File: src/rtl/fetch_unit.sv
`default_nettype none
// ----------------------------------------------------------------------------
// Module   : fetch_unit
// Purpose  : RV32I fetch stage. Issues one imem request at a time and hands
//            each word to decode over valid/ready. Branches and jumps redirect
//            the PC. Define FETCH_MISALIGN_EN to halt on misaligned targets.
// Revision : 1.0  initial release
// ----------------------------------------------------------------------------
module fetch_unit #(
  parameter logic [31:0] RESET_PC = 32'h0000_0000
) (
  input  logic        clk_i,
  input  logic        rst_ni,
  input  logic        take_branch_i,
  input  logic        jump_i,
  input  logic [31:0] target_i,
  output logic        imem_req_o,
  output logic [31:0] imem_addr_o,
  input  logic        imem_gnt_i,
  input  logic        imem_rvalid_i,
  input  logic [31:0] imem_rdata_i,
  output logic        instr_valid_o,
  output logic [31:0] instr_o,
  output logic [31:0] instr_pc_o,
  input  logic        instr_ready_i,
  output logic        misalign_o
);

  typedef enum logic [2:0] {
    S_IDLE = 3'd0,
    S_REQ  = 3'd1,
    S_WAIT = 3'd2,
    S_HOLD = 3'd3,
    S_HALT = 3'd4
  } state_t;

  state_t      state_q, state_d;
  logic [31:0] pc_q, pc_d;
  logic        kill_q, kill_d;
  logic [31:0] instr_q, instr_d;
  logic [31:0] instr_pc_q, instr_pc_d;
  logic        req_q, req_d;
  logic        valid_q, valid_d;
  logic        misalign_q, misalign_d;

  logic        redirect;
  logic [31:0] target;
  logic        misalign_hit;

  assign redirect = take_branch_i | jump_i;

`ifdef FETCH_MISALIGN_EN
  assign target       = target_i;
  assign misalign_hit = redirect & (target_i[1:0] != 2'b00) & (state_q != S_HALT);
`else
  logic [1:0] unused_tgt_lo;
  assign unused_tgt_lo = target_i[1:0];
  assign target        = {target_i[31:2], 2'b00};
  assign misalign_hit  = 1'b0;
`endif

  always_comb begin
    state_d    = state_q;
    pc_d       = pc_q;
    kill_d     = kill_q;
    instr_d    = instr_q;
    instr_pc_d = instr_pc_q;
    misalign_d = 1'b0;

    if (misalign_hit) begin
      state_d    = S_HALT;
      pc_d       = target;
      kill_d     = 1'b0;
      misalign_d = 1'b1;
    end else begin
      case (state_q)
        S_IDLE: begin
          state_d = S_REQ;
          if (redirect) pc_d = target;
        end
        S_REQ: begin
          if (redirect) pc_d = target;
          if (imem_gnt_i) begin
            state_d = S_WAIT;
            kill_d  = redirect;
          end
        end
        S_WAIT: begin
          if (redirect) pc_d = target;
          if (imem_rvalid_i) begin
            if (kill_q | redirect) begin
              // wrong-path word: drop it and refetch from the current pc
              kill_d  = 1'b0;
              state_d = S_REQ;
            end else begin
              instr_d    = imem_rdata_i;
              instr_pc_d = pc_q;
              pc_d       = pc_q + 32'd4;
              state_d    = S_HOLD;
            end
          end else if (redirect) begin
            kill_d = 1'b1;
          end
        end
        S_HOLD: begin
          if (redirect) pc_d = target;
          if (instr_ready_i | redirect) state_d = S_REQ;
        end
        S_HALT: begin
          state_d = S_HALT;
        end
        default: begin
          state_d = S_IDLE;
        end
      endcase
    end

    req_d   = (state_d == S_REQ);
    valid_d = (state_d == S_HOLD);
  end

  always_ff @(posedge clk_i or negedge rst_ni) begin
    if (!rst_ni) begin
      state_q    <= S_IDLE;
      pc_q       <= RESET_PC;
      kill_q     <= 1'b0;
      instr_q    <= 32'h0;
      instr_pc_q <= 32'h0;
      req_q      <= 1'b0;
      valid_q    <= 1'b0;
      misalign_q <= 1'b0;
    end else begin
      state_q    <= state_d;
      pc_q       <= pc_d;
      kill_q     <= kill_d;
      instr_q    <= instr_d;
      instr_pc_q <= instr_pc_d;
      req_q      <= req_d;
      valid_q    <= valid_d;
      misalign_q <= misalign_d;
    end
  end

  assign imem_req_o    = req_q;
  assign imem_addr_o   = pc_q;
  assign instr_valid_o = valid_q;
  assign instr_o       = instr_q;
  assign instr_pc_o    = instr_pc_q;
  assign misalign_o    = misalign_q;

endmodule
`default_nettype wire

File: config.mk
export PLATFORM = sky130hd
export DESIGN_NAME = fetch_unit
export DESIGN_NICKNAME = d
export VERILOG_FILES = /design/src/rtl/fetch_unit.sv
export SDC_FILE = /design/constraint.sdc
export NUM_CORES = 1
export LEC_CHECK = 0
export ABC_AREA = 1
export CORE_MARGIN = 3
export CORE_UTILIZATION = 45
export CTS_BUF_LIST = sky130_fd_sc_hd__clkbuf_16
export CTS_CLUSTER_SIZE = 10
export DETAILED_ROUTE_END_ITERATION = 10
export PLACE_DENSITY = 0.83
export RECOVER_POWER = 100
export SYNTH_ARGS = -nofsm -noshare
export SYNTH_HDL_FRONTEND = slang
export SYNTH_SLANG_ARGS = --single-unit
File: constraint.sdc
create_clock -name clk_i -period 2 [get_ports clk_i]
set_clock_uncertainty 0.1 [all_clocks]
set_input_delay 0.3 -clock clk_i [delete_from_list [all_inputs] [get_ports clk_i]]
set_output_delay 0.3 -clock clk_i [all_outputs]
set_load 0.05 [all_outputs]
==> results of run 1 <==
==> registers in the layout, summed over array words and instances, names as in the netlist <==
signal         count
imem_addr_o       32
instr_o           32
instr_pc_o        32
state_q            3
imem_req_o         1
instr_valid_o      1
kill_q             1
==> worst min-delay path: cells and delay by family, from the launching register on <==
family / cells / cell delay [ns]
flops: 1 / 0.34
simple gates: 2 / 0.11
==> area by class of cell <==
type / count / area [µm²]
tap: 140 / 175.2
clock inverter: 7 / 66.31
timing repair buffer: 190 / 1603
multi-input combinational: 526 / 2273
fill: 1001 / 3999
clock buffer: 9 / 225.2
sequential: 102 / 2552
inverter: 49 / 183.9
==> repair_timing <==
item | CTS | global route
hold buffers | 1 | 0
hold endpoints to repair | 28 | 0
endpoints found under the setup margin | 0 | 0
==> power by group through the flow <==
stage	clock (mW)	sequential, mW	combinational (mW)
finish	1.72	2.76	3.02
global route	1.84	2.82	3.20
CTS	1.75	2.76	3.19
detailed placement	0	2.80	3.18
global placement	0	2.78	3.14
floorplan	0	4.19	0.598
==> metal layers <==
metal / vias up / wire, µm / track usage / share of wire
met5: - / 0 / 0 / 0
met4: 0 / 221 / 0.06490 / 0.014
met3: 20 / 1171 / 0.04721 / 0.076
met2: 227 / 7177 / 0.3827 / 0.46
met1: 2413 / 6926 / 0.3417 / 0.45
li1: 2573 / - / - / -
==> kinds of logic (layout without fill, tap and decap cells) <==
family,after synthesis,in the layout,share of synthesized area
AND/OR/NAND/NOR,426,426,0.3398
flip-flops,102,102,0.4917
AO/OA/AOI/OAI,96,96,0.09593
buffers and inverters,76,255,0.06580
adder cells (fa/ha/maj),1,1,0.002410
other,1,1,0.0007224
XOR/XNOR,1,1,0.001687
multiplexers,1,1,0.001928
==> placed cells by master, fill, tap and decap left out, types with 3 or more instances in the layout <==
| cell | count |
|---|---|
| o21ai_1 | 3 |
| dlygate4sd3_1 | 3 |
| inv_8 | 3 |
| clkdlybuf4s50_1 | 118 |
| nand2_1 | 282 |
| nor3_1 | 4 |
| clkbuf_2 | 3 |
| nor2_2 | 6 |
| a21oi_1 | 19 |
| o21ai_0 | 67 |
| clkbuf_1 | 45 |
| nor2_4 | 3 |
| nand4_1 | 3 |
| nor2_1 | 74 |
| buf_12 | 4 |
| nand2_2 | 3 |
| inv_1 | 46 |
| nand3_1 | 41 |
| clkbuf_16 | 9 |
| dfrtp_1 | 102 |
| buf_4 | 16 |
| o22ai_1 | 4 |
| or2_2 | 5 |
==> path summary, 6_finish.rpt <==
kind	slack [ns]	startpoint	cells past startpoint	to
max	0.08	imem_req_o	1	imem_req_o
min	0.38	instr_pc_o[6]	2	instr_pc_o[6]
max reg2reg	0.19	state_q[2]	8	imem_addr_o[2]
min reg2reg	0.38	instr_pc_o[6]	2	instr_pc_o[6]
max in group asynchronous	0.29	rst_ni	3	imem_addr_o[0]
min in group asynchronous	0.47	rst_ni	2	instr_o[28]
==> summary.txt, run 1 <==
outcome - complete, no violations
drt total wl - 15500 µm
post-route insts no fill - 1023
pre-CTS WS - -0.01415 ns
delay-heaviest family, CP - buffers and inverters
worst setup margin - 0.07518 ns
top cells by area, synth - dfrtp_1 (49%), nand2_1 (20%), o21ai_0 (5.5%), nor2_1 (5.3%), nand3_1 (4.0%)
critical path class - flip-flop to primary output
pin count of the biggest net entering global routing - 41
final net count - 950
synthesized flop and latch total - 102
post-synthesis sequential area ratio - 0.4917
Post-synth ARST share - 1.000
Setup violations, final - 0
top_reg_cell synth - dfrtp_1
CP arrival - 1.52 ns
first-pass GRT wire length - 24910 µm
max_cap viols - 0
cts bufs inserted - 9
CP bufs+invs - 1
Clock Path Buffers - 2
1st-iter DRT viols - 386
setup TNS - 0 ns
min cycle time layout - 1.925 ns
cell area after layout - 7079 µm²
DR WL/cell - 15.15 µm
die width - 113.4 µm
IO Pins - 170
latest clock arrival within the worst-skew pair - 0.34 ns
crit path capture type - primary output
Worst VDD drop - 0.6543 mV
placed cells - 1006
CP required - 1.60 ns
gr usage total - 0.2415
share of layout cells above drive strength 1 - 0.06908
dominant cell type by area after synthesis - dfrtp_1
switching part of the total - 0.4344
unrepaired setup endpoints after global routing - false
drt drc - 0
Post-DP HPWL - 11650 µm
height of the die - 113.4 µm
Yosys top cell area share - 0.4917
fmax - 0.5195 GHz
P_leak - 3.355 nW
PwrDens - 1059 nW/µm²
vias per inst - 5.115
WHS - 0.3831 ns
die area - 12860 µm²
Final Core Density - 0.6390
Post-CTS Setup Inserts - 0
fin. max-slew vios - 0
core area - 11080 µm²
Synth Net Count - 776
Starting Density - 0.4686
vias in the first global route - 4850
Min-Delay Path Class - flip-flop to flip-flop
Placed Area - 6990 µm²
Slew headroom - 0.4695
Final Hold Viols - 0
DR vias - 5233
P&R area growth vs syn - 36.37%
CP peak stage delay - 0.86 ns
Flop pwr share - 0.368
CP Launch Type - flip-flop
cell area after synthesis - 5191 µm²
total chip power - 7.499 mW
Cell Rows - 38
Worst-path clk slew - 0.07 ns
Cells after Synth - 704
Pint - 4.241 mW
CTS sink cnt - 102
Logic pwr share - 0.402
Tcrit/Tclk final - 0.9624
top-count cell post-synth - nand2_1
Resized cells post-CTS - 0
worst slew pin tran - 0.7957 ns
Remaining Overflow, GRT - 0
CTS root buffer - clkbuf_16
Post-synth top cells - nand2_1 (281), dfrtp_1 (102), nor2_1 (73)
Net Sw Power - 3.258 mW
H-tree levels - 3
CP cell instances - dlygate4sd3_1
Post-DRT Antenna Nets - 0
initial antenna violation count - 0
clock share of power - 0.230
CTS tree - done
post-synth cell types - 31
routability cong. - 0.9484
CP max stage cell - dlygate4sd3_1
drt first pass iters - 5
Ys Warns - 0
crit-path max FO - 1
count of flip-flops with a built-in enable after synthesis - 0
# diodes - 0
# port buffers - 166
syn avg cell area - 7.374 µm²
Power figures use the tool's default switching activity.
==> inputs of run 2 (changes only) <==
Settings changed: CORE_ASPECT_RATIO from default to 1.25, SKIP_LAST_GASP from default to 1.
==> summary.txt, run 2 (synthesis results as in run 1) <==
cts bufs inserted - 9 (unchanged)
CP cell instances - clkdlybuf4s50_1
CP Launch Type - flip-flop
Starting Density - 0.4639 (-0.004715)
DR WL/cell - 15.18 µm (+0.20%)
placed cells - 1000 (-0.60%)
core area - 11190 µm² (+1.0%)
critical path class - flip-flop to primary output
crit-path max FO - 2 (+1)
Worst-path clk slew - 0.07 ns (about the same)
DR vias - 5173 (-1.1%)
switching part of the total - 0.4305 (-0.003877)
worst reg-to-reg path cell count - 7 (-1)
worst slew pin tran - 1.096 ns (+0.3008 ns)
delay-heaviest family, CP - buffers and inverters
final net count - 949 (-0.11%)
Setup violations, final - 0 (unchanged)
drt drc - 0 (unchanged)
CTS sink cnt - 102 (unchanged)
Post-DRT Antenna Nets - 0 (unchanged)
footprint of the multi-input gates - 2295 µm² (+0.94%)
Tcrit/Tclk final - 0.9579 (-0.004509)
Flop pwr share - 0.374 (+0.006)
drt first pass iters - 5 (unchanged)
Logic pwr share - 0.409 (+0.007)
height of the die - 126.1 µm (+11%)
1st-iter DRT viols - 369 (-4.4%)
drt total wl - 15440 µm (-0.39%)
Worst VDD drop - 0.5332 mV (-19%)
PwrDens - 1047 nW/µm² (-1.2%)
P_leak - 3.356 nW (about the same)
HP Start - instr_o[23]
flop-to-flop setup slack - 0.15 ns (-0.04 ns)
unrepaired setup endpoints after global routing - false
commonest non-fill, non-tap cell in the layout - nand2_1
commonest cells after routing, fill and taps aside - nand2_1 (281), clkdlybuf4s50_1 (120), dfrtp_1 (102)
CP max stage cell - clkdlybuf4s50_1
clock share of power - 0.217 (-0.013)
fin. max-slew vios - 0 (unchanged)
Cell Rows - 43 (+13%)
worst reg2reg startpoint - imem_addr_o[6]
CP peak stage delay - 0.83 ns (-0.03 ns)
sequential cell area - 2552 µm² (unchanged)
initial antenna violation count - 0 (unchanged)
Post-DP HPWL - 11670 µm (+0.20%)
setup TNS - 0 ns (unchanged)
die width - 102.1 µm (-10%)
CP bufs+invs - 1 (unchanged)
fmax - 0.5220 GHz (+0.47%)
vias in the first global route - 5019 (+3.5%)
r2r endpoint - imem_addr_o[22]
IO Pins - 170 (unchanged)
Min-Delay Path Class - flip-flop to flip-flop
latest clock arrival within the worst-skew pair - 0.34 ns (about the same)
Remaining Overflow, GRT - 0 (unchanged)
Hold Path Depth - 2 (unchanged)
crit path capture type - primary output
outcome - complete, no violations
Clock Path Buffers - 2 (unchanged)
post-route insts no fill - 1017 (-0.59%)
pin count of the biggest net entering global routing - 48 (+17%)
routability cong. - 0.9683 (+2.1%)
share of layout cells above drive strength 1 - 0.06803 (-0.001055)
CP required - 1.60 ns (about the same)
H-tree levels - 3 (unchanged)
first-pass GRT wire length - 24780 µm (-0.53%)
# diodes - 0 (unchanged)
max_cap viols - 0 (unchanged)
vias per inst - 5.087 (-0.56%)
Post-CTS Setup Inserts - 0 (unchanged)
Hold Path Sink - instr_o[23]
FILL cells - 1043 (+4.2%)
Levels on crit path - 1 (unchanged)
CTS root buffer - clkbuf_16
P&R area growth vs syn - 36.15%
Final Hold Viols - 0 (unchanged)
Pint - 4.212 mW (-0.68%)
CP arrival - 1.52 ns (about the same)
Slew headroom - 0.2690 (-0.2005)
gr usage total - 0.2427 (+0.001274)
Net Sw Power - 3.185 mW (-2.2%)
die area - 12870 µm² (about the same)
CTS tree - done
# port buffers - 166 (unchanged)
min cycle time layout - 1.916 ns (-0.009019 ns)
run 2: worst max-delay path by stage:
stage              startpoint         endpoint  slack [ns]
2_1_floorplan  imem_addr_o[2]  imem_addr_o[12]        0.04
3_3_place_gp           jump_i   imem_addr_o[4]        0.05
3_5_place_dp           jump_i   imem_addr_o[7]       0.007
4_1_cts        instr_pc_o[11]   instr_pc_o[11]        0.03
5_1_grt        imem_addr_o[6]  imem_addr_o[17]        0.02
6_report        instr_pc_o[6]    instr_pc_o[6]        0.08
run 2: metal layers:
metal  global-route usage  wire, µm  up-vias
met4              0.09961       400        0
met1               0.3008      6233     2378
met2               0.4202      7932      190
met3              0.03213       870       33
li1                     -         -     2572
met5                    0         0        -
run 2: cell type report:
class                   instances  area share
well taps                     135     0.02390
flip-flops and latches        102      0.3611
inverters                      49     0.02602
clock buffers                   9     0.03186
multi-input cells             526      0.3247
repair buffers                189      0.2268
clock inverters                 7    0.005665
run 2: repair_timing:
action / 4_1_cts / 5_1_grt
hold buffers: 1 / 0
gates resized for setup: 0 / 1
endpoints found under the setup margin: 0 / 1
hold endpoints to repair: 17 / 0
run 2: per-stage QoR:
| stage | hold slack [ns] | cell area, µm² | worst slack [ns] | util | power (mW) |
|---|---|---|---|---|---|
| global route | 0.3870 | 7068 | 0.01753 | 0.6316 | 7.762 |
| detailed placement | 0.09342 | 6982 | 0.006536 | 0.6239 | 5.981 |
| finish | 0.3779 | 7068 | 0.08420 | 0.6316 | 7.397 |
| global placement | 0.09195 | 6982 | 0.04712 | 0.6239 | 5.929 |
| floorplan | -0.09559 | 5191 | 0.03784 | - | 4.789 |
| CTS | 0.2728 | 7257 | 0.03205 | 0.6485 | 7.582 |
run 2: power groups by stage:
stage               Combinational (mW)  Sequential (mW)  Clock [mW]
floorplan                        0.598             4.19           0
global placement                  3.14             2.79           0
detailed placement                3.17             2.81           0
CTS                               3.18             2.77        1.63
global route                      3.23             2.82        1.71
finish                            3.03             2.77        1.60
==> inputs of run 3 (changes only) <==
Settings changed: GPL_TIMING_DRIVEN from default to 0.
Clock period 2 ns to 1.98 ns, I/O delays scaled along.
==> summary.txt, run 3 (synthesis results as in run 1) <==
CTS sink cnt - 102 (unchanged)
height of the die - 126.1 µm (unchanged)
share of layout cells above drive strength 1 - 0.06990 (+0.001871)
Post-CTS Setup Inserts - 0 (unchanged)
pin count of the biggest net entering global routing - 60 (+25%)
WHS - 0.3768 ns (-0.001108 ns)
FILL cells - 1004 (-3.7%)
P&R area growth vs syn - 40.37%
met3 global-route usage - 0.04211 (+0.009972)
core area - 11190 µm² (unchanged)
cell area after layout - 7287 µm² (+3.1%)
gr usage total - 0.2614 (+0.01862)
worst slew pin tran - 0.8427 ns (-0.2538 ns)
worst reg2reg startpoint - imem_addr_o[6]
delay-heaviest family, CP - buffers and inverters
Clock Path Buffers - 2 (unchanged)
Remaining Overflow, GRT - 0 (unchanged)
fin. max-slew vios - 0 (unchanged)
CP bufs+invs - 1 (unchanged)
routing usage on met1 - 0.3220 (+0.02123)
vias per inst - 5.194 (+2.1%)
Post-DP HPWL - 12800 µm (+9.7%)
critical path class - flip-flop to primary output
CTS root buffer - clkbuf_16
Starting Density - 0.4639 (unchanged)
routability cong. - 0.9712 (+0.30%)
M2 GR Usage - 0.4600 (+0.03980)
drt first pass iters - 5 (unchanged)
initial antenna violation count - 0 (unchanged)
r2r endpoint - imem_addr_o[9]
P_leak - 3.494 nW (+4.1%)
Slew headroom - 0.4382 (+0.1692)
drt drc - 0 (unchanged)
fmax - 0.5158 GHz
H-tree levels - 3 (unchanged)
CP peak stage delay - 0.82 ns (about the same)
flop-to-flop setup slack - 0.08 ns (-0.07 ns)
crit path capture type - primary output
Setup violations, final - 0 (unchanged)
CP arrival - 1.54 ns (+0.02 ns)
Worst-path clk slew - 0.07 ns (about the same)
Post-DRT Antenna Nets - 0 (unchanged)
# diodes - 0 (unchanged)
Hold Path Sink - instr_o[0]
die area - 12870 µm² (unchanged)
drt total wl - 16650 µm (+7.9%)
final net count - 955 (+0.63%)
# port buffers - 166 (unchanged)
commonest cells after routing, fill and taps aside - nand2_1 (281), clkdlybuf4s50_1 (133), dfrtp_1 (101)
CP cell instances - clkdlybuf4s50_1
worst reg-to-reg path cell count - 7 (unchanged)
latest clock arrival within the worst-skew pair - 0.35 ns (about the same)
outcome - complete, no violations
GRT busiest layer - met2
CP Launch Type - flip-flop
HP Start - imem_rdata_i[0]
vias in the first global route - 5101 (+1.6%)
DR vias - 5308 (+2.6%)
Worst VDD drop - 0.4507 mV (-15%)
Placed Area - 7047 µm² (+0.93%)
Tcrit/Tclk final - 0.9791
die width - 102.1 µm (unchanged)
Cell Rows - 43 (unchanged)
unrepaired setup endpoints after global routing - false
CP max stage cell - clkdlybuf4s50_1
Min-Delay Path Class - primary input to flip-flop
cts bufs inserted - 9 (unchanged)
commonest non-fill, non-tap cell in the layout - nand2_1
1st-iter DRT viols - 315 (-15%)
Hold Path Depth - 3 (+1)
crit-path max FO - 2 (unchanged)
first-pass GRT wire length - 26270 µm (+6.0%)
max_cap viols - 0 (unchanged)
min cycle time layout - 1.939 ns
DR WL/cell - 16.29 µm (+7.3%)
CTS tree - done
PwrDens - 1062 nW/µm² (+1.5%)
CP required - 1.58 ns (-0.02 ns)
IO Pins - 170 (unchanged)
Final Hold Viols - 0 (unchanged)
-- run 3: worst reg2reg max path, delay by kind of cell, from the launching register on --
kind / cells / cell delay, ns
flops: 1 / 0.54
compound gates: 1 / 0.11
simple gates: 6 / 1.04
-- run 3: area by class of cell --
class / instances / area [µm²] / area share
well taps: 135 / 168.9 / 0.02318
inverters: 49 / 183.9 / 0.02524
repair buffers: 168 / 1653 / 0.2268
multi-input cells: 526 / 2298 / 0.3154
clock inverters: 6 / 61.31 / 0.008413
plain buffers: 27 / 142.6 / 0.01957
clock buffers: 9 / 225.2 / 0.03091
flip-flops and latches: 102 / 2554 / 0.3504
-- run 3: per-layer routing --
metal  part of all wire  up-vias
met5                  0        -
met4              0.020        0
met3              0.064       25
met2               0.52      197
met1               0.40     2496
li1                   -     2590
-- run 3: timing repair --
item | CTS | global route
hold buffers | 1 | 0
cloned | 0 | 0
setup endpoints to repair | 33 | 8
hold endpoints to repair | 58 | 0
gates resized for setup | 31 | 4
-- run 3: worst max path at each step --
stage	cells after the start	end	slack (ns)	start
after floorplan	7	imem_addr_o[12]	0.02	imem_addr_o[2]
after global placement	1	imem_req_o	-3.31	rst_ni
after detailed placement	9	imem_addr_o[9]	-0.21	jump_i
after CTS	1	instr_pc_o[14]	0.03	instr_pc_o[14]
after global routing	1	instr_pc_o[14]	0.002	instr_pc_o[14]
final	1	instr_pc_o[17]	0.04	instr_pc_o[17]
-- run 3: report_power, final --
group / switching (mW) / internal, mW
clock network: 0.780 / 0.971
registers: 0.302 / 2.51
logic: 2.16 / 1.01
total: 3.24 / 4.50
-- run 3: per-stage QoR --
stage	TNS, ns	instances	util	worst slack [ns]	total power, mW
after floorplan	0	704	-	0.01784	4.837
after global placement	-343.47	1005	0.6275	-3.309	6.014
after detailed placement	-8.377	1006	0.6297	-0.2121	6.083
after CTS	0	1022	0.6533	0.02730	7.790
after global routing	0	1022	0.6512	0.001864	8.083
final	0	1022	0.6512	0.04140	7.738
